**config.mk**
```make
export PLATFORM = sky130hd
export DESIGN_NAME = cfg_reg_arbiter
export DESIGN_NICKNAME = d
export VERILOG_FILES = /design/src/rtl/cfg_reg_arbiter.sv
export SDC_FILE = /design/constraint.sdc
export NUM_CORES = 1
export LEC_CHECK = 0
export CAP_MARGIN = 10
export CORE_UTILIZATION = 47
export CTS_BUF_LIST = sky130_fd_sc_hd__clkbuf_8
export DETAILED_ROUTE_END_ITERATION = 12
export PLACE_DENSITY = 0.87
export SLEW_MARGIN = 20
export SYNTH_ARGS = -nofsm -noshare
export SYNTH_HDL_FRONTEND = slang
export SYNTH_SLANG_ARGS = --single-unit
export TNS_END_PERCENT = 5
```
**constraint.sdc**
```tcl
create_clock -name clk -period 2.2 [get_ports clk]
set_input_delay 0.44 -clock clk [delete_from_list [all_inputs] [get_ports clk]]
set_output_delay 0.44 -clock clk [all_outputs]
set_load 0.005 [all_outputs]
```
**src/rtl/cfg_reg_arbiter.sv**
```systemverilog
// Round-robin write arbiter between the SPI decoder (r0) and the default/ramp loader (r1)
// in front of the five-entry output-enable / PWM configuration register bank.
module cfg_reg_arbiter #(
  parameter int MAX_ADDRESS = 4,
  parameter int ERR_W       = 8
) (
  input  logic             clk,
  input  logic             rst,
  input  logic             r0_valid,
  output logic             r0_ready,
  input  logic             r0_wr,
  input  logic [6:0]       r0_addr,
  input  logic [7:0]       r0_data,
  input  logic             r1_valid,
  output logic             r1_ready,
  input  logic             r1_wr,
  input  logic [6:0]       r1_addr,
  input  logic [7:0]       r1_data,
  output logic [7:0]       en_reg_out_7_0,
  output logic [7:0]       en_reg_out_15_8,
  output logic [7:0]       en_reg_pwm_7_0,
  output logic [7:0]       en_reg_pwm_15_8,
  output logic [7:0]       pwm_duty_cycle,
  output logic             busy,
  output logic             grant_id,
  output logic             commit_pulse,
  output logic             err_pulse,
  output logic [ERR_W-1:0] err_count
);

  localparam int NUM_REGS = 5;
  localparam int ADDR_W   = 7;

  typedef enum logic {IDLE, COMMIT} state_e;

  state_e             state_q, state_d;
  logic               rr_ptr_q, rr_ptr_d;
  logic               grant_id_q, grant_id_d;
  logic               hold_wr_q, hold_wr_d;
  logic [ADDR_W-1:0]  hold_addr_q, hold_addr_d;
  logic [7:0]         hold_data_q, hold_data_d;
  logic [7:0]         regs_q [NUM_REGS];
  logic [7:0]         regs_d [NUM_REGS];
  logic               commit_pulse_q, commit_pulse_d;
  logic               err_pulse_q, err_pulse_d;
  logic [ERR_W-1:0]   err_count_q, err_count_d;

  logic gnt_sel, hs, addr_ok;

  // With both requesters pending the pointer decides; otherwise whoever is valid wins.
  assign gnt_sel  = (r0_valid & r1_valid) ? rr_ptr_q : r1_valid;
  assign r0_ready = ~rst & (state_q == IDLE) & r0_valid & ~gnt_sel;
  assign r1_ready = ~rst & (state_q == IDLE) & r1_valid &  gnt_sel;
  assign hs       = r0_ready | r1_ready;
  assign addr_ok  = (hold_addr_q <= ADDR_W'(MAX_ADDRESS)) && (hold_addr_q < ADDR_W'(NUM_REGS));

  always_comb begin
    state_d        = state_q;
    rr_ptr_d       = rr_ptr_q;
    grant_id_d     = grant_id_q;
    hold_wr_d      = hold_wr_q;
    hold_addr_d    = hold_addr_q;
    hold_data_d    = hold_data_q;
    regs_d         = regs_q;
    commit_pulse_d = 1'b0;
    err_pulse_d    = 1'b0;
    err_count_d    = err_count_q;
    case (state_q)
      IDLE: begin
        if (hs) begin
          hold_wr_d   = gnt_sel ? r1_wr   : r0_wr;
          hold_addr_d = gnt_sel ? r1_addr : r0_addr;
          hold_data_d = gnt_sel ? r1_data : r0_data;
          grant_id_d  = gnt_sel;
          rr_ptr_d    = ~gnt_sel;
          state_d     = COMMIT;
        end
      end
      COMMIT: begin
        state_d = IDLE;
        if (hold_wr_q) begin
          if (addr_ok) begin
            for (int i = 0; i < NUM_REGS; i++)
              if (hold_addr_q == ADDR_W'(i)) regs_d[i] = hold_data_q;
            commit_pulse_d = 1'b1;
          end else begin
            err_pulse_d = 1'b1;
            if (err_count_q != {ERR_W{1'b1}}) err_count_d = err_count_q + 1'b1;
          end
        end
      end
      default: state_d = IDLE;
    endcase
  end

  // Reset wins over a pending COMMIT, so a held transaction is simply dropped.
  always_ff @(posedge clk) begin
    if (rst) begin
      state_q        <= IDLE;
      rr_ptr_q       <= 1'b0;
      grant_id_q     <= 1'b0;
      hold_wr_q      <= 1'b0;
      hold_addr_q    <= '0;
      hold_data_q    <= '0;
      for (int i = 0; i < NUM_REGS; i++) regs_q[i] <= '0;
      commit_pulse_q <= 1'b0;
      err_pulse_q    <= 1'b0;
      err_count_q    <= '0;
    end else begin
      state_q        <= state_d;
      rr_ptr_q       <= rr_ptr_d;
      grant_id_q     <= grant_id_d;
      hold_wr_q      <= hold_wr_d;
      hold_addr_q    <= hold_addr_d;
      hold_data_q    <= hold_data_d;
      regs_q         <= regs_d;
      commit_pulse_q <= commit_pulse_d;
      err_pulse_q    <= err_pulse_d;
      err_count_q    <= err_count_d;
    end
  end

  assign en_reg_out_7_0  = regs_q[0];
  assign en_reg_out_15_8 = regs_q[1];
  assign en_reg_pwm_7_0  = regs_q[2];
  assign en_reg_pwm_15_8 = regs_q[3];
  assign pwm_duty_cycle  = regs_q[4];
  assign busy            = (state_q == COMMIT);
  assign grant_id        = grant_id_q;
  assign commit_pulse    = commit_pulse_q;
  assign err_pulse       = err_pulse_q;
  assign err_count       = err_count_q;

endmodule

```
==> results of run 1 <==
[layer usage]
metal  share of wire (%)  global-route usage, %  vias to the layer above  wire, um
li1                    -                      -                     1132         -
met4                 2.9                   14.9                        0       203
met2                  48                   41.8                       86      3310
met1                  41                   29.6                     1121      2850
met3                 7.6                   6.07                       15       527
met5                   0                      0                        -         0
[power by group]
part           internal [W]  switching, W
Clock              0.000758      0.000510
Combinational      0.000112     0.0000931
Sequential          0.00127     0.0000328
[area by class of cell]
cell class / instances / area share, %
clock buffers: 9 / 3.18
clock inverters: 7 / 3.15
inverters: 1 / 0.0965
multi-input cells: 176 / 30.9
flip-flops and latches: 69 / 35.5
well taps: 70 / 2.25
repair buffers: 100 / 24.9
[path summary, 6_finish.rpt]
kind	to	slack, ns	cells after the start
setup reg to reg	en_reg_pwm_15_8[6]$_SDFFE_PP0P_	0.20	5
hold / removal	grant_id$_SDFFE_PP0P_	0.49	2
hold reg to reg	grant_id$_SDFFE_PP0P_	0.49	2
setup / recovery	r0_ready	0.12	4
[cell families (layout without fill, tap and decap cells)]
kind of cell / Yosys count / after routing / share of synthesized area [%]
buffers and inverters: 17 / 117 / 2.55
AO/OA/AOI/OAI: 23 / 23 / 7.80
adder cells (fa/ha/maj): 1 / 1 / 0.473
flip-flops: 69 / 69 / 52.2
AND/OR/NAND/NOR: 106 / 106 / 19.3
multiplexers: 46 / 46 / 17.6
[cell usage after synthesis (all sizes together) (3+ instances only)]
| cell | number |
|---|---|
| buf | 3 |
| nand3 | 3 |
| clkbuf | 13 |
| a222oi | 16 |
| or4 | 3 |
| nor2b | 5 |
| nor3 | 4 |
| mux2i | 41 |
| mux2 | 5 |
| dfxtp | 69 |
| nand2b | 5 |
| nor2 | 68 |
| nor4 | 5 |
| nand2 | 6 |
[tightest hold or removal path, cell delays in order (launching register included)]
cell	delay, ns
dfxtp_1	0.31
nor2_1	0.09
nor3_1	0.05
[registers in the layout, indices dropped and copies added, names as in the netlist]
name and cells:
en_reg_out_15_8 8, en_reg_out_7_0 8, en_reg_pwm_15_8 8, en_reg_pwm_7_0 8, err_count 8, hold_data_q 8
pwm_duty_cycle 8, hold_addr_q 7, busy 1, commit_pulse 1, err_pulse 1, grant_id 1
hold_wr_q 1, rr_ptr_q 1
[placed cells by master (no fill, tap or decap), types with 3 or more instances in the layout]
master and instances:
nor2b_1 5, mux2_2 5, nand2b_1 5, nor4_1 3
nand2_1 6, a222oi_1 16, mux2i_1 41, dfxtp_1 69
bufinv_16 3, nand3_1 3, nor3_1 4, clkbuf_8 9
clkdlybuf4s50_1 88, buf_4 11, nor2_1 68
[through the flow]
step,util (%),power (W),cell area (um^2)
5_1_grt,73.8,0.00288,3890
6_report,73.8,0.00278,3890
3_3_place_gp,69.2,0.00153,3640
3_5_place_dp,69.2,0.00154,3640
2_1_floorplan,-,0.00143,2650
4_1_cts,73.8,0.00279,3890
==> results.toml, run 1 <==
[run_status]
status = "finished clean"

[placement]
place_ws_ns = 0.125
gp_congestion = 0.738
placedCellCount = 416
port_buffers = 89
dp_hpwl_um = 4700

[critical_path]
startpoint = "r1_valid"
critPathRequiredTime_ns = 1.76
cpMostUsedCell = "clkdlybuf4s50_1"
worstPathArrival_ns = 1.64
r2r-start = "hold_addr_q[4]$_SDFFE_PP0P_"
startpoint_type = "input pin"
crit_buf_inv = 2
critPathSlowestCell = "clkdlybuf4s50_1"
worstSetupPathType = "input pin to output port"
end_kind = "output port"
critPathTopFamily = "buffers and inverters"
crit_path_cell_trace = "clkdlybuf4s50_1, nand2_1, and3_1, clkdlybuf4s50_1"
crit_fanout = 3
critical-path-max-stage-delay_ns = 0.50

[drt]
wl_um = 6890
drt-pass1-iter-count = 5
drt-initial-drc-count = 154
wl_per_cell_um = 16.0
ant_nets = 0
vias = 2354
drc = 0
routed_via_density = 5.45

[layout]
multi_input_area_um2 = 1200
diodes = 0
layout.area.seq_um2 = 1380
fill_cells = 396
final_layout_size_suffix_gt1_share_pct = 10.2
final_cells = 432
num-nets-final = 394
syn_to_final_growth_pct = 47.0

[die]
initial_core_util_pct = 50.2
boundaryPins = 90
die_w_um = 77.0
die_h_um = 77.0
coreArea_um2 = 5270
num_rows = 26
die_area_um2 = 5930

[cts]
cts_max_level = 3
cts_resized = 0
clock_path_buffers = 2
numClockSinks = 69
cts_root_buf = "clkbuf_8"
path_clk_slew_ns = 0.07
cts_buffers = 9
tritoncts = "yes"
post_cts_buffers = 0
hold_buffers = 0
clk_latency_ns = 0.35

[timing]
fin_crit_ns = 2.08
tightest_slew_ns = 0.703
worst_slack_ns = 0.118
holdWs_ns = 0.489
slew_viol_final = 0
period_share_pct = 94.6
setup_viol = 0
tns_ns = 0
rsz0062_at_grt = "false"
fmaxAchievable_ghz = 0.480
skew_ns = 0.00800
relSlewSlack_pct = 53.1
finalHoldViolations = 0

[logic_synthesis]
synth_top_area_share_pct = 52.2
seq_area_frac_synth_pct = 52.2
synth_edf_count = 0
synthDistinctLibCells = 29
synth_warnings = 0
yosysTopAreaCell = "dfxtp_1"
ys_async_sr_fraction_pct = 0
synth_area_leaders = "dfxtp_1 52%, mux2i_1 16%, nor2_1 9.6%"
syn-num-nets = 299
yosys_register_bits = 69
synth_ff_type = "dfxtp_1"
syn_area_um2 = 2650
avgSynthCellArea_um2 = 10.1
synthCells = 262

[hold_path]
hold_path_class = "flop to flop"
hp-start = "grant_id$_SDFFE_PP0P_"

[grt]
antenna_found_initial = 0
grt_pass1_vias = 2336
grt_max_degree = 75
overflow = 0
track_usage_pct = 25.2
grt_pass1_wl_um = 11500

[job]
cap_violations = 0

[power_and_ir_drop]
p_leak_nw = 1.50
powerDensity_nw_per_um2 = 714
irDropWorstVdd_mv = 0.487
(Power assumes the default switching activity.)
==> run 2: changes to the inputs <==
--- a/config.mk
+++ b/config.mk
@@ -9,6 +9,7 @@
 export CORE_UTILIZATION = 47
 export CTS_BUF_LIST = sky130_fd_sc_hd__clkbuf_8
 export DETAILED_ROUTE_END_ITERATION = 12
+export MAX_ROUTING_LAYER = met4
 export PLACE_DENSITY = 0.87
 export SLEW_MARGIN = 20
 export SYNTH_ARGS = -nofsm -noshare
==> run 2 against run 1 <==
Compared with the run above: critical path depth is the same; final cell count is the same; die area is the same; non-clock buffer count did not move; maximum frequency hardly changed; via count grew 0.34%; worst hold slack worse by 0.0012 ns; wire length increased by 0.55%; design area is the same; sequential share of layout area unchanged; combinational power is essentially flat; register-to-register slack about the same; critical path type unchanged; largest cell class unchanged; largest power group unchanged.
==> results.toml, run 2 (synthesized netlist as in run 1, its figures left out) <==
[placement]
port_buffers = 89
gp_congestion = 0.747
dp_hpwl_um = 4700
placedCellCount = 416

[layout]
diodes = 0
num-nets-final = 394
final_core_util_pct = 73.8
layout_commonest_cell = "clkdlybuf4s50_1"
final_cells = 432
syn_to_final_growth_pct = 47.0
final_cell_mix = "88 x clkdlybuf4s50_1, 69 x dfxtp_1, 68 x nor2_1, 41 x mux2i_1, 16 x a222oi_1"
final_layout_size_suffix_gt1_share_pct = 10.2

[cts]
cts_root_buf = "clkbuf_8"
cts_max_level = 3
tritoncts = "yes"
cts_resized = 0
cts_buffers = 9
clock_path_buffers = 2
clk_latency_ns = 0.35
path_clk_slew_ns = 0.07
numClockSinks = 69
hold_buffers = 0
post_cts_buffers = 0

[drt]
drt-pass1-iter-count = 6
ant_nets = 0
vias = 2362
wl_per_cell_um = 16.0
wl_um = 6930
routed_via_density = 5.47
drt-initial-drc-count = 158
drc = 0

[grt]
track_usage_pct = 25.9
overflow = 0
grt_pass1_wl_um = 11500
antenna_found_initial = 0
grt_max_degree = 75
grt_pass1_vias = 2335

[die]
initial_core_util_pct = 50.2
boundaryPins = 90
coreArea_um2 = 5270
die_w_um = 77.0
die_h_um = 77.0
die_area_um2 = 5930
num_rows = 26

[job]
cap_violations = 0

[timing]
tns_ns = 0
setup_viol = 0
finalHoldViolations = 0
slew_viol_final = 0
tightest_slew_ns = 0.708
rsz0062_at_grt = "false"
fmaxAchievable_ghz = 0.481
fin_crit_ns = 2.08
period_share_pct = 94.6
relSlewSlack_pct = 52.8
skew_ns = 0.00807

[critical_path]
critPathRequiredTime_ns = 1.76
end_kind = "output port"
crit_buf_inv = 2
startpoint_type = "input pin"
critPathSlowestCell = "clkdlybuf4s50_1"
cpMostUsedCell = "clkdlybuf4s50_1"
critical-path-max-stage-delay_ns = 0.50
critPathTopFamily = "buffers and inverters"
worstSetupPathType = "input pin to output port"
crit_path_cell_trace = "clkdlybuf4s50_1, nand2_1, and3_1, clkdlybuf4s50_1"
worstPathArrival_ns = 1.64
crit_fanout = 3

[hold_path]
hold_path_class = "flop to flop"

[power_and_ir_drop]
irDropWorstVdd_mv = 0.488
powerDensity_nw_per_um2 = 714
total_power_w = 0.00278
p_leak_nw = 1.50

[run_status]
status = "finished clean"
## run 2: cell counts in the layout (fill, tap and decap cells not counted)
No cell type changed its count.
## run 2: layout make-up
class | count | area (um^2)
Sequential cell | 69 | 1380
Fill cell | 396 | 1380
Multi-Input combinational cell | 176 | 1200
Timing Repair Buffer | 100 | 968
Clock buffer | 9 | 124
Clock inverter | 7 | 123
Tap cell | 70 | 87.6
Inverter | 1 | 3.75
## run 2: power breakdown
group	internal (W)	switching (W)
clock network	0.000758	0.000510
registers	0.00127	0.0000326
logic	0.000112	0.0000934
## run 2: worst reg2reg max path: cells and delay by family, from the launching register on
| kind | cells | cell delay, ns |
|---|---|---|
| mux | 1 | 0.15 |
| buf+inv | 1 | 0.19 |
| simple gates | 3 | 1.19 |
| flops | 1 | 0.33 |
## run 2: layer usage
| layer | share of wire (%) | up-vias | track usage [%] |
|---|---|---|---|
| met5 | 0 | - | - |
| li1 | - | 1133 | - |
| met2 | 49 | 84 | 41.8 |
| met1 | 43 | 1130 | 29.9 |
| met3 | 5.8 | 15 | 5.12 |
| met4 | 2.7 | 0 | 15.5 |
## run 2: final timing paths
path	cells after the start	to	slack (ns)	from
max	4	r0_ready	0.12	r1_valid
min	2	grant_id$_SDFFE_PP0P_	0.49	grant_id$_SDFFE_PP0P_
min reg2reg	2	grant_id$_SDFFE_PP0P_	0.49	grant_id$_SDFFE_PP0P_
max reg2reg	5	en_reg_pwm_15_8[6]$_SDFFE_PP0P_	0.20	hold_addr_q[4]$_SDFFE_PP0P_
## run 2: metrics by stage
| stage | setup slack (ns) | cell area (um^2) | hold WS, ns |
|---|---|---|---|
| 3_5_place_dp | 0.125 | 3640 | 0.479 |
| 4_1_cts | 0.126 | 3890 | 0.494 |
| 3_3_place_gp | 0.166 | 3640 | 0.472 |
| 2_1_floorplan | 0.351 | 2650 | 0.475 |
| 5_1_grt | 0.0635 | 3890 | 0.523 |
| 6_report | 0.119 | 3890 | 0.488 |
